File: src/rtl/mem_sub_word_lsu.sv
// Load/store initiator in front of a word-only memory: adds byte/halfword loads
// (with sign/zero extension) and byte/halfword stores via read-modify-write.
module mem_sub_word_lsu #(
    parameter int unsigned ADDR_W = 8
) (
    input  logic              clk,
    input  logic              rst,
    input  logic              req,
    input  logic              we,
    input  logic [1:0]        mod,
    input  logic              uns,
    input  logic [ADDR_W-1:0] addr,
    input  logic [31:0]       wdata,
    output logic              ready,
    output logic              done,
    output logic              err,
    output logic [31:0]       rdata,
    output logic              mem_w_en,
    output logic [ADDR_W-1:0] mem_addr,
    output logic [31:0]       mem_wdata,
    input  logic [31:0]       mem_rdata
);

    typedef enum logic [2:0] {StIdle, StRd, StMerge, StWr, StLdcap, StErr} state_e;

    state_e              state_q, state_d;
    logic                we_q;
    logic [1:0]          mod_q;
    logic                uns_q;
    logic [ADDR_W-1:0]   addr_q;
    logic [15:0]         wdata_q;
    logic [31:0]         merge_q;
    logic [31:0]         rdata_q;
    logic                done_q;
    logic                err_q;

    logic                accept;
    logic                misaligned;
    logic [31:0]         merged;
    logic [7:0]          byte_sel;
    logic [15:0]         half_sel;
    logic [31:0]         load_val;

    always_comb begin
        accept     = req && (state_q == StIdle);
        misaligned = ((mod == 2'b00) && (addr[1:0] != 2'b00)) ||
                     ((mod == 2'b01) && addr[0]);

        state_d = state_q;
        unique case (state_q)
            StIdle: begin
                if (accept) begin
                    if (misaligned)          state_d = StErr;
                    else if (!we)            state_d = StRd;
                    else if (mod == 2'b00)   state_d = StWr;
                    else                     state_d = StRd;
                end
            end
            StRd:    state_d = we_q ? StMerge : StLdcap;
            StMerge: state_d = StWr;
            StWr:    state_d = StIdle;
            StLdcap: state_d = StIdle;
            StErr:   state_d = StIdle;
            default: state_d = StIdle;
        endcase
    end

    // Lane replacement for RMW; all other bytes pass through untouched.
    always_comb begin
        merged = mem_rdata;
        if (mod_q[1]) begin
            unique case (addr_q[1:0])
                2'd0: merged[7:0]   = wdata_q[7:0];
                2'd1: merged[15:8]  = wdata_q[7:0];
                2'd2: merged[23:16] = wdata_q[7:0];
                2'd3: merged[31:24] = wdata_q[7:0];
                default: merged = mem_rdata;
            endcase
        end else if (addr_q[1]) begin
            merged[31:16] = wdata_q;
        end else begin
            merged[15:0] = wdata_q;
        end
    end

    always_comb begin
        unique case (addr_q[1:0])
            2'd0: byte_sel = mem_rdata[7:0];
            2'd1: byte_sel = mem_rdata[15:8];
            2'd2: byte_sel = mem_rdata[23:16];
            2'd3: byte_sel = mem_rdata[31:24];
            default: byte_sel = mem_rdata[7:0];
        endcase
        half_sel = addr_q[1] ? mem_rdata[31:16] : mem_rdata[15:0];

        if (mod_q == 2'b00)  load_val = mem_rdata;
        else if (mod_q[1])   load_val = {{24{~uns_q & byte_sel[7]}}, byte_sel};
        else                 load_val = {{16{~uns_q & half_sel[15]}}, half_sel};
    end

    always_ff @(posedge clk) begin
        if (rst) begin
            state_q <= StIdle;
            we_q    <= 1'b0;
            mod_q   <= 2'b00;
            uns_q   <= 1'b0;
            addr_q  <= '0;
            wdata_q <= '0;
            merge_q <= '0;
            rdata_q <= '0;
            done_q  <= 1'b0;
            err_q   <= 1'b0;
        end else begin
            state_q <= state_d;
            done_q  <= (state_q == StWr) || (state_q == StLdcap) || (accept && misaligned);
            err_q   <= accept && misaligned;
            if (accept) begin
                we_q    <= we;
                mod_q   <= mod;
                uns_q   <= uns;
                addr_q  <= addr;
                wdata_q <= wdata[15:0];
                merge_q <= wdata;
            end
            if (state_q == StMerge) merge_q <= merged;
            if (state_q == StLdcap) rdata_q <= load_val;
        end
    end

    assign ready     = (state_q == StIdle);
    assign done      = done_q;
    assign err       = err_q;
    assign rdata     = rdata_q;
    assign mem_w_en  = (state_q == StWr);
    assign mem_addr  = addr_q;
    assign mem_wdata = merge_q;

endmodule
File: config.mk
export PLATFORM = sky130hd
export DESIGN_NAME = mem_sub_word_lsu
export DESIGN_NICKNAME = d
export VERILOG_FILES = /design/src/rtl/mem_sub_word_lsu.sv
export SDC_FILE = /design/constraint.sdc
export NUM_CORES = 1
export LEC_CHECK = 0
export ABC_AREA = 1
export CORE_MARGIN = 2
export CORE_UTILIZATION = 48
export CTS_CLUSTER_DIAMETER = 200
export DETAILED_ROUTE_END_ITERATION = 8
export GPL_ROUTABILITY_DRIVEN = 0
export PLACE_DENSITY = 0.81
export SLEW_MARGIN = 10
export SYNTH_ARGS = -nofsm -noshare
export SYNTH_HDL_FRONTEND = slang
export SYNTH_SLANG_ARGS = --single-unit
File: constraint.sdc
create_clock -name clk -period 1.5 [get_ports clk]
set_input_delay 0.375 -clock clk [delete_from_list [all_inputs] [get_ports clk]]
set_output_delay 0.375 -clock clk [all_outputs]
set_load 0.1 [all_outputs]
==> metrics <==
run status complete, but fails checks; failing checks setup timing; yosys warns 0; Post-synth top flop dfxtp_1; 1st-iter DRT viols 1012; Period minus WS final about 1600 ps; Reg2Reg Depth 11; Root Driver clkbuf_8; clock transition at the registers of the reported paths ~90 ps; Worst path max stage delay around 380 ps; Post-Syn Area about 5400 sq um; # fillers 703; clk buf depth 2; Crit path required time about 1800 ps; Die Y-Extent approximately 110 um; Final Util between 70% and 80%; Post-Route WL between 20 and 25 mm; Leak Pwr 0.00353 uW; port bufs 154; Non-Filler Instances 1142; slew margin rel. between 70% and 80%; reg2reg end mem_wdata[2]; Area contributors post-synth dfxtp_1 36%, nand2_1 15%, a21oi_1 11%, o21ai_0 8.7%, nand3_1 7.2%; CTS H-tree depth 3; Area Overhead vs Synth 61.6%; vias in the first global route 6065; first-pass GRT wire length around 31 mm; Num Clock Sinks 97; R2R setup slack -100 ps; VDD IR max about 0.58 mV; antenna violations before repair 0; die width 110 um; synth unique cells 33; largest net degree at the start of global routing a little under 50; EDFF count, synth 0; # rows 38; post-route worst setup slack -102 ps; Worst setup SP type flop; post-synth top area cell dfxtp_1; Initial Utilization 49.3%; CTS Buf Count 9; final setup fails 11; FF/Latch Area around 2000 sq um; worst skew pair latency 380 ps; data arrival time of the critical path roughly 1900 ps; Residual DRC 0; WHS ~480 ps; share of post-route cells with drive strength above 1 between 20% and 30%; full die area roughly 12000 sq um; commonest cells in the netlist 215 x nand2_1, 114 x a21oi_1, 97 x dfxtp_1, 93 x o21ai_0, 77 x nand3_1; Post-layout nets approximately 1100; share of Yosys cell area claimed by the top area cell type between 30% and 40%; drt first pass iters 9; kind of critical path flop to flop; DP Cell Count around 1100; Synthesized Nets 881; hold path cells 2; Synth Register Bits a little under 100; core footprint 10900 sq um; hold buffer count at CTS 0; # diodes 0; CP Capture Type flop; area of the multi-input gates between 3000 and 4000 sq um; Slew @ Worst Pin 445 ps; most common cell in the netlist nand2_1; crit-path cells nor2_4 -> buf_4 -> buf_4 -> nand2_2 -> inv_4 -> nor2_8 -> buf_12 -> nand2_1 -> nand2_1 -> inv_1 -> a21oi_1; Post-synth ARST share 0%; skew final just over 8 ps; Hold EP we_q; Fin. Hold Viols 0; register area share after synthesis ~36%; GRT Resource Usage Total between 30% and 40%; worst flop-to-flop path startpoint state_q[2]; max_cap viols 0; io pins between 150 and 200; fin. max-slew vios 0; Syn Inst Count approximately 800; CTS tree built; Tcrit/Tclk final 107%; Syn Area/Cell between 6 and 7 sq um; Achievable Freq 0.624 GHz; power density over the cells about 1100 nW/um^2; Critical-path top delay cell dfxtp_4; CP Max Fanout 17; Routed WL per cell around 19 um; setup tns final -401 ps; Post-DRT Antenna Nets 0; Via Count around 6900; Worst Hold Launch we_q; RSZ-0062 raised after global routing yes; vias per cell 6.00; Hold/Removal Path Class flop to flop; overflow left after global routing 0; DP Wirelength about 14 mm
[what timing repair did]
item                       in CTS  in global routing
resized for setup               8                 28
pin swaps                       3                  3
setup endpoints to repair       5                 61
cloned                          0                  4
setup buffers                   5                 11
[report_power, final]
group | internal (uW) | switching [uW]
combinational | 1560 | 2680
sequential | 2810 | 306
clock | 1210 | 942
[sequential cells by signal, summed over array words and instances (netlist names)]
name       cells
done           1
uns_q          1
rdata         32
wdata_q       16
state_q        3
we_q           1
err            1
mem_addr       8
mod_q          2
mem_wdata     32
[through the flow]
stage	area, sq um	power [uW]	setup slack, ps
6_report	8670	9510	-102
4_1_cts	8450	9260	-67.6
2_1_floorplan	5400	5550	12.5
3_3_place_gp	8130	7070	-259
3_5_place_dp	8130	7120	-392
5_1_grt	8670	9820	-174
[worst max-delay path: cells and delay by family (launching register included)]
kind,cells,cell delay [ps]
AO/OA/AOI/OAI,1,140
buffers and inverters,5,550
flip-flops,1,380
AND/OR/NAND/NOR,5,450
[layer usage]
metal | track usage, % | wire [um]
met5 | 0 | 0
met2 | 51.7 | 9610
met1 | 45.7 | 8040
met3 | 6.16 | 2560
met4 | 11.9 | 1110
[placed cells by master, fill, tap and decap left out, drive strengths merged]
cell type,netlist,layout
a211oi,1,1
a21oi,114,114
a22oi,2,2
a31oi,11,11
buf,33,159
bufinv,0,3
clkbuf,24,13
clkdlybuf4s50,0,78
clkinv,0,1
clkinvlp,0,3
dfxtp,97,97
inv,45,44
nand2,229,229
nand3,81,82
nand4,2,2
nor2,32,32
nor3,5,5
o2111ai,3,3
o211ai,16,16
o21ai,105,105
or2,2,2
[final cells by class]
class                           count  share of cell area, %
Sequential cell                    97                   22.6
Inverter                           45                   2.32
Clock inverter                      4                   1.13
Timing Repair inverter              2                  0.231
Multi-Input combinational cell    604                   34.7
Clock buffer                       12                   1.80
Tap cell                          140                   2.02
Timing Repair Buffer              238                   35.1
[how the worst max path moves through the flow]
stage | endpoint | from | slack [ps] | depth (start not counted)
2_1_floorplan | rdata[2] | mem_addr[0] | 10 | 9
3_3_place_gp | mem_wdata[20] | req | -260 | 6
3_5_place_dp | mem_wdata[31] | req | -390 | 6
4_1_cts | ready | state_q[0] | -70 | 4
5_1_grt | mem_wdata[2] | state_q[2] | -170 | 11
6_report | mem_wdata[2] | state_q[2] | -100 | 11
[cell families (layout without fill, tap and decap cells)]
family | count (synthesis) | count (layout) | share of synthesized area [%]
AND/OR/NAND/NOR | 351 | 352 | 28.8
AO/OA/AOI/OAI | 252 | 252 | 25.9
buffers and inverters | 102 | 301 | 9.10
flip-flops | 97 | 97 | 36.2
Power figures use the tool's default switching activity.
